--- src/rtl/rst_seq_ctrl.sv ---
// rtl/rst_seq_ctrl.sv - power-up reset sequencer with lock supervision and retry/fault handling
module rst_seq_ctrl #(
  parameter int N_STAGE   = 3,
  parameter int CNT_W     = 24,
  parameter int HOLD_CYC  = 1000,
  parameter int LOCK_TMO  = 100000,
  parameter int STAGE_DLY = 1000,
  parameter int MAX_RETRY = 3
) (
  input  logic               clk,
  input  logic               reset_n,
  input  logic               lock_in,
  input  logic               sw_rst_req,
  output logic [N_STAGE-1:0] stage_rst,
  output logic               all_ready,
  output logic               fault,
  output logic [1:0]         retry_cnt,
  output logic [2:0]         state
);

  localparam int K_W = (N_STAGE > 1) ? $clog2(N_STAGE) : 1;

  localparam logic [CNT_W-1:0] HOLD_LAST  = CNT_W'(HOLD_CYC - 1);
  localparam logic [CNT_W-1:0] TMO_LAST   = CNT_W'(LOCK_TMO - 1);
  localparam logic [CNT_W-1:0] DLY_LAST   = CNT_W'(STAGE_DLY - 1);
  localparam logic [K_W-1:0]   K_LAST     = K_W'(N_STAGE - 1);
  localparam logic [1:0]       RETRY_LIM  = 2'(MAX_RETRY);
  localparam logic [N_STAGE-1:0] ALL_HELD = '1;

  typedef enum logic [2:0] {
    S_HOLD      = 3'd0,
    S_WAIT_LOCK = 3'd1,
    S_RELEASE   = 3'd2,
    S_RUN       = 3'd3,
    S_FAULT     = 3'd4
  } state_t;

  state_t           st;
  logic [CNT_W-1:0] cnt;
  logic [K_W-1:0]   k;
  logic             lock_meta;
  logic             lock_s;
  logic             retry_ev;

  assign state = st;

  // Two-flop resynchronizer for the asynchronous lock indicator
  always_ff @(posedge clk or negedge reset_n) begin
    if (!reset_n) begin
      lock_meta <= 1'b0;
      lock_s    <= 1'b0;
    end else begin
      lock_meta <= lock_in;
      lock_s    <= lock_meta;
    end
  end

  // Retry condition: lock timeout while waiting, or lock loss once releasing/running
  always_comb begin
    retry_ev = 1'b0;
    case (st)
      S_WAIT_LOCK: retry_ev = !lock_s && (cnt == TMO_LAST);
      S_RELEASE:   retry_ev = !lock_s;
      S_RUN:       retry_ev = !lock_s;
      default:     retry_ev = 1'b0;
    endcase
  end

  // Sequencer FSM; soft restart outranks retry, retry outranks normal progression
  always_ff @(posedge clk or negedge reset_n) begin
    if (!reset_n) begin
      st        <= S_HOLD;
      cnt       <= '0;
      k         <= '0;
      stage_rst <= ALL_HELD;
      all_ready <= 1'b0;
      fault     <= 1'b0;
      retry_cnt <= 2'd0;
    end else if (sw_rst_req) begin
      st        <= S_HOLD;
      cnt       <= '0;
      k         <= '0;
      stage_rst <= ALL_HELD;
      all_ready <= 1'b0;
      fault     <= 1'b0;
      retry_cnt <= 2'd0;
    end else if (retry_ev) begin
      cnt       <= '0;
      k         <= '0;
      stage_rst <= ALL_HELD;
      all_ready <= 1'b0;
      if (retry_cnt < RETRY_LIM) begin
        st        <= S_HOLD;
        retry_cnt <= retry_cnt + 2'd1;
      end else begin
        // Budget spent: park in FAULT with the retry count left as-is
        st    <= S_FAULT;
        fault <= 1'b1;
      end
    end else begin
      case (st)
        S_HOLD: begin
          stage_rst <= ALL_HELD;
          if (cnt == HOLD_LAST) begin
            st  <= S_WAIT_LOCK;
            cnt <= '0;
          end else begin
            cnt <= cnt + 1'b1;
          end
        end

        S_WAIT_LOCK: begin
          stage_rst <= ALL_HELD;
          if (lock_s) begin
            st  <= S_RELEASE;
            cnt <= '0;
          end else begin
            cnt <= cnt + 1'b1;
          end
        end

        S_RELEASE: begin
          if (cnt == DLY_LAST) begin
            cnt <= '0;
            // Shifting left releases bit k and keeps every higher bit held,
            // so domains can only come out of reset in index order
            stage_rst <= stage_rst << 1;
            if (k == K_LAST) begin
              st        <= S_RUN;
              all_ready <= 1'b1;
              k         <= '0;
            end else begin
              k <= k + 1'b1;
            end
          end else begin
            cnt <= cnt + 1'b1;
          end
        end

        S_RUN: begin
          stage_rst <= '0;
          all_ready <= 1'b1;
        end

        S_FAULT: begin
          // Lock activity is ignored here; only soft restart or reset leaves
          stage_rst <= ALL_HELD;
          fault     <= 1'b1;
          all_ready <= 1'b0;
        end

        default: begin
          st        <= S_HOLD;
          cnt       <= '0;
          k         <= '0;
          stage_rst <= ALL_HELD;
          all_ready <= 1'b0;
          fault     <= 1'b0;
        end
      endcase
    end
  end

endmodule

--- config.mk ---
export PLATFORM = sky130hd
export DESIGN_NAME = rst_seq_ctrl
export DESIGN_NICKNAME = d
export VERILOG_FILES = /design/src/rtl/rst_seq_ctrl.sv
export SDC_FILE = /design/constraint.sdc
export NUM_CORES = 1
export LEC_CHECK = 0
export ABC_CLOCK_PERIOD_IN_PS = 2300
export CORE_AREA = 2 2 86 88
export DETAILED_ROUTE_END_ITERATION = 16
export DIE_AREA = 0 0 88 90
export GPL_ROUTABILITY_DRIVEN = 0
export PLACE_DENSITY = 0.63
export SLEW_MARGIN = 20
export SYNTH_ARGS = -nofsm -noshare
export SYNTH_HDL_FRONTEND = slang
export SYNTH_SLANG_ARGS = --single-unit
export TNS_END_PERCENT = 20
--- constraint.sdc ---
create_clock -name clk -period 2.3 [get_ports clk]
set_clock_uncertainty 0.15 [all_clocks]
set_input_delay 0.575 -clock clk [delete_from_list [all_inputs] [get_ports clk]]
set_output_delay 0.575 -clock clk [all_outputs]
set_load 0.02 [all_outputs]
==> impl_metrics.csv, run 1 <==
group,metric,value,unit
final_layout,final_util,41.97,%
power_and_ir_drop,vdd_ir_drop_max,0.0003542,V
clock_network,cts_setup_buffers,0,
sta,relSlewSlack,66.94,%
sta,max_freq,0.4467,GHz
clock_network,htreeDepth,2,
sta,rsz0062_at_grt,"true",
synthesis,avgSynthCellArea,8.510,um^2
global_route,grt.met2_usage,23.99,%
clock_network,clk_latency,0.30,ns
hold_path,hold_path_class,"input pin to asynchronous set/reset pin",
clock_network,cts_buffers,5,
setup_path,reg2reg_slack,0.06,ns
placement,dpl_cell_area,2858,um^2
power_and_ir_drop,p_sw_share,26.28,%
placement,pre_cts_ws,-0.2729,ns
setup_path,crit_slowest_cell,"or4b_4",
route,via_count,2232,
setup_path,cp.depth,5,
setup_path,r2r-end,"retry_cnt[0]$_DFFE_PN0P_",
floorplanning,die_w,88,um
final_layout,final_area,2947,um^2
setup_path,r2r_start,"cnt[8]$_DFFE_PN0P_",
power_and_ir_drop,clock_power_share,36.3,%
sta,finalHoldViolCount,0,
floorplanning,start_util,33.58,%
setup_path,worst-path-max-fanout,3,
global_route,use_met3,3.122,%
route,wl,5801,um
route,drt_first_pass_iters,4,
synthesis,synthesis.instances,277,
synthesis,ys_types,48,
floorplanning,die_area,7920,um^2
route,drt_iter0_drc,88,
sta,tns,0,ns
global_route,grtUsageMet1,22.07,%
sta,max_slew.worst_pin.slew,0.4959,ns
global_route,grt_max_degree,22,
power_and_ir_drop,p_int,941.3,uW
final_layout,final_layout_size_suffix_gt1_share,18.81,%
final_layout,area_growth,25.00,%
setup_path,critPathBufInv,0,
setup_path,worstSetupEndpointType,"flip-flop",
synthesis,ys_async_sr_fraction,100.0,%
final_layout,layout.nets,324,
global_route,grt_pass1_vias,2144,
global_route,grt_pass1_wl,10140,um
global_route,busiest_layer,"met2",
final_layout,multi_input_area,1308,um^2
synthesis,synth_edf_count,0,
power_and_ir_drop,combPwrFrac,8.1,%
power_and_ir_drop,p_total,1.277,mW
floorplanning,num_io_pins,14,
synthesis,yosysTopAreaCellShare,37.15,%
floorplanning,die_h,90,um
sta,final_max_slew_viol_count,0,
sta,timing.hold.ws,0.07685,ns
synthesis,synth_nets,283,
clock_network,cts_tree,"done",
setup_path,cp-start-kind,"flip-flop",
sta,fin_ws,0.06118,ns
synthesis,syn_area,2357,um^2
synthesis,seq_area_frac_synth,40.50,%
clock_network,cts_sinks,38,
setup_path,crit_required,2.34,ns
setup_path,crit_arrival,2.28,ns
placement,placed_cells,410,
floorplanning,core_area,7020,um^2
power_and_ir_drop,leakage,1.215,nW
setup_path,crit_family,"simple AND/OR/NAND/NOR gates",
setup_path,startpoint,"cnt[8]$_DFFE_PN0P_",
job,maxCapViolations,0,
sta,setup_viol,0,
power_and_ir_drop,netSwitchingPower,335.6,uW
setup_path,endpoint,"retry_cnt[0]$_DFFE_PN0P_",
placement,dp_hpwl,4150,um
route,via_per_inst,5.340,
sta,fin_crit,2.239,ns
route,drc,0,
placement,io_buffers,13,
power_and_ir_drop,p_per_area,433.4,nW/um^2
clock_network,clock-root-buffer,"clkbuf_8",
synthesis,ys.flop_type,"dfrtp_1",
final_layout,n_antenna_cell,0,
final_layout,finalNonFillerCells,418,
final_layout,seqCellArea,954.7,um^2
global_route,antenna_found_initial,0,
synthesis,synth.area.top_cells,"dfrtp_1 (37%), nand2_1 (6.7%), o21ai_0 (4.5%)",
clock_network,clock_path_buffers,2,
route,wl_per_cell,13.88,um
synthesis,yosysTopAreaCell,"dfrtp_1",
synthesis,synth_top_cells_by_count,"nand2_1 (42), dfrtp_1 (35), o21ai_0 (21)",
synthesis,synth-seq-cells,38,
power_and_ir_drop,power_frac_seq,55.6,%
route,detail-route-antenna-nets,0,
setup_path,cp_slowest_stage_delay,0.56,ns
status,status,"completed",
synthesis,yosysWarnings,0,
global_route,grt_use_total,15.94,%
setup_path,reg2reg_depth,5,
synthesis,synth_most_common_cell,"nand2_1",
global_route,grt-ovfl-total,0,
clock_network,path_clk_slew,0.08,ns
final_layout,fill_cells,698,
setup_path,crit_chain,"or4b_4 > nor4_4 > a31o_1 > nor4b_4 > mux2_1",
setup_path,crit_type,"flip-flop to flip-flop",
floorplanning,row_count,31,
clock_network,ctsHoldBuffers,0,
sta,fin_crit_sh,97.34,%
flip-flops by register name, indices dropped and copies added, names as in the netlist:
name / flops
stage_rst: 3
fault: 1
all_ready: 1
k: 2
retry_cnt: 2
lock_s: 1
cnt: 24
state: 3
lock_meta: 1
placed cells by master (no fill, tap or decap), types with 3 or more instances in the layout:
cell type        netlist  final
nand2_1               42     42
dfrtp_1               35     35
buf_4                  0     33
o21ai_0               21     21
nor2_1                17     16
inv_1                 12     12
nor4_1                12     12
clkdlybuf4s50_1        0     12
o211ai_1              11     11
nand3_1                9      9
nor3_1                 7      7
a21oi_1                9      7
o22ai_1                7      7
a22oi_1                7      7
nand2b_1               6      6
nor2b_1                6      6
o21bai_1               6      6
clkbuf_8               0      5
and2_1                 4      4
nand4_1                4      4
and4_1                 4      4
or3_1                  4      4
o31ai_1                3      3
mux2i_1                3      3
buf_12                 0      3
dfstp_2                3      3
how the worst min path moves through the flow:
stage	from	end	slack (ns)	cells after the start
after floorplan	reset_n	all_ready$_DFFE_PN0P_	0.13	0
after global routing	reset_n	retry_cnt[1]$_DFFE_PN0P_	0.11	1
after CTS	reset_n	retry_cnt[1]$_DFFE_PN0P_	0.10	1
final	reset_n	retry_cnt[1]$_DFFE_PN0P_	0.08	1
after detailed placement	lock_meta$_DFF_PN0_	lock_s$_DFF_PN0_	0.19	0
after global placement	lock_meta$_DFF_PN0_	lock_s$_DFF_PN0_	0.18	0
power by group through the flow:
stage | logic (mW) | clock network (mW) | registers, mW
after detailed placement | 0.103 | 0 | 0.723
after floorplan | 0.0513 | 0 | 0.717
final | 0.104 | 0.464 | 0.710
after global placement | 0.101 | 0 | 0.722
after CTS | 0.106 | 0.480 | 0.710
after global routing | 0.118 | 0.504 | 0.713
area by class of cell:
class                      instances  area share (%)
multi-input combinational        212           44.37
sequential                        38           32.40
timing repair buffer              49           14.69
tap                               99           4.204
clock buffer                       6           2.463
inverter                          12           1.529
clock inverter                     2          0.3397
routing by layer:
layer	up-vias	share of wire, %
met5	-	0
met4	0	2.2
li1	1108	-
met3	11	3.2
met2	42	47
met1	1071	48
kinds of logic (layout without fill, tap and decap cells):
family	count (synthesis)	after routing	share of synthesized area, %
adder cells (fa/ha/maj)	2	2	1.061
AO/OA/AOI/OAI	75	75	21.50
AND/OR/NAND/NOR	131	131	30.57
multiplexers	4	4	1.752
buffers and inverters	27	69	4.618
flip-flops	38	38	40.50
what timing repair did:
item | CTS | global route
pin swaps | 1 | 0
setup endpoints to repair | 9 | 9
resized for setup | 1 | 1
No activity file was read; power rests on OpenSTA's default activity.
==> run 2: changes to the inputs <==
PLACE_DENSITY = 0.49   (was 0.63)
==> run 2 against run 1 <==
Effect of this change: cell count rose by 1.4%; critical path type unchanged; sequential power decreased by 0.7%; critical path depth unchanged.
==> impl_metrics.csv, run 2 (synthesis gave the netlist of run 1 again) <==
group,metric,value,unit
setup_path,endpoint,"retry_cnt[0]$_DFFE_PN0P_",
final_layout,seqCellArea,955.9,um^2
clock_network,clock-root-buffer,"clkbuf_8",
setup_path,startpoint,"cnt[8]$_DFFE_PN0P_",
final_layout,final_cell_mix,"nand2_1 (42), buf_4 (39), dfrtp_1 (34)",
job,maxCapViolations,0,
floorplanning,start_util,33.58,%
floorplanning,die_w,88,um
setup_path,crit_arrival,2.28,ns
global_route,grt_pass1_wl,10580,um
route,top_layer,"met4",
clock_network,cts_buffers,5,
power_and_ir_drop,vdd_ir_drop_max,0.0002630,V
sta,setup_viol,0,
power_and_ir_drop,p_per_area,440.0,nW/um^2
final_layout,final_common_cell,"nand2_1",
final_layout,area_growth,27.12,%
sta,fin_crit_sh,97.88,%
sta,final_max_slew_viol_count,0,
setup_path,worst-path-max-fanout,3,
status,status,"completed",
floorplanning,core_area,7020,um^2
clock_network,ctsHoldBuffers,0,
global_route,grt_use_total,16.86,%
clock_network,clock_path_buffers,2,
clock_network,cts_setup_buffers,0,
route,wl_met1,2995,um
route,met2RoutedLength,2912,um
setup_path,crit_type,"flip-flop to flip-flop",
power_and_ir_drop,leakage,1.246,nW
setup_path,r2r_start,"cnt[8]$_DFFE_PN0P_",
global_route,grt-ovfl-total,0,
global_route,grt_pass1_vias,2070,
sta,fin_crit,2.251,ns
final_layout,fill_cells,703,
route,wl_per_cell,14.56,um
route,via_per_inst,5.285,
route,via_count,2241,
floorplanning,num_io_pins,14,
route,drt_iter0_drc,80,
placement,io_buffers,13,
setup_path,crit_required,2.33,ns
final_layout,final_layout_size_suffix_gt1_share,20.92,%
final_layout,multi_input_area,1311,um^2
sta,finalHoldViolCount,0,
clock_network,cts_sinks,38,
sta,tns,0,ns
sta,relSlewSlack,68.64,%
floorplanning,die_h,90,um
floorplanning,die_area,7920,um^2
clock_network,clk_latency,0.29,ns
final_layout,n_antenna_cell,0,
final_layout,layout.nets,330,
setup_path,cp-start-kind,"flip-flop",
sta,max_slew.worst_pin.slew,0.4660,ns
final_layout,largest_reg_flops,24,
setup_path,worstSetupEndpointType,"flip-flop",
hold_path,hold_path_class,"input pin to asynchronous set/reset pin",
setup_path,reg2reg_slack,0.05,ns
final_layout,regMostFlops,"cnt",
route,wl_met3,168,um
clock_network,cts_tree,"done",
setup_path,reg2reg_depth,5,
clock_network,htreeDepth,2,
route,detail-route-antenna-nets,0,
setup_path,r2r-end,"retry_cnt[0]$_DFFE_PN0P_",
route,wl,6172,um
placement,dp_hpwl,4460,um
route,drc,0,
route,drt_first_pass_iters,4,
sta,rsz0062_at_grt,"true",
global_route,antenna_found_initial,0,
final_layout,final_util,42.68,%
clock_network,path_clk_slew,0.08,ns
floorplanning,row_count,31,
sta,max_freq,0.4442,GHz
global_route,grt_max_degree,31,
[run 2: per-stage QoR]
stage / power (mW) / instance area, um^2 / cells / setup WS (ns) / hold slack (ns)
3_5_place_dp: 0.8393 / 2890 / 416 / -0.1751 / 0.1858
2_1_floorplan: 0.7687 / 2357 / 277 / 0.04523 / 0.1294
3_3_place_gp: 0.8372 / 2890 / 416 / -0.1652 / 0.1838
5_1_grt: 1.388 / 2997 / 424 / -0.05678 / 0.09353
4_1_cts: 1.346 / 2985 / 424 / 0.01038 / 0.07165
6_report: 1.318 / 2997 / 424 / 0.04875 / 0.06353
[run 2: power by group]
part | internal [mW] | switching, mW
Combinational | 0.0535 | 0.0672
Sequential | 0.687 | 0.0176
Clock | 0.242 | 0.251
[run 2: worst min-delay path by stage]
| stage | endpoint | slack (ns) | cells past startpoint |
|---|---|---|---|
| final | cnt[0]$_DFFE_PN0P_ | 0.06 | 1 |
| after global routing | retry_cnt[1]$_DFFE_PN0P_ | 0.09 | 1 |
| after CTS | retry_cnt[1]$_DFFE_PN0P_ | 0.07 | 1 |
| after detailed placement | lock_s$_DFF_PN0_ | 0.19 | 0 |
| after global placement | lock_s$_DFF_PN0_ | 0.18 | 0 |
| after floorplan | all_ready$_DFFE_PN0P_ | 0.13 | 0 |
[run 2: area by class of cell]
type | instances | share of cell area, %
Clock buffer | 7 | 2.881
Clock inverter | 1 | 0.1670
Inverter | 12 | 1.503
Multi-Input combinational cell | 212 | 43.76
Sequential cell | 38 | 31.90
Tap cell | 99 | 4.134
Timing Repair Buffer | 55 | 15.66
[run 2: metal layers]
metal | up-vias | global-route usage [%]
met5 | - | 0
met4 | 0 | 5.385
met3 | 8 | 3.214
met2 | 28 | 24.68
met1 | 1086 | 24.86
li1 | 1119 | -
[run 2: worst max-delay path: stages, from the launching register on]
cell and delay, ns:
dfrtp_1 0.38, or4b_4 0.55, nor4_4 0.23, a31o_1 0.25
nor4b_4 0.24, mux2_1 0.34
[run 2: timing repair]
action / CTS / global route
pin swaps: 1 / 0
setup endpoints to repair: 11 / 10
gates resized for setup: 2 / 4
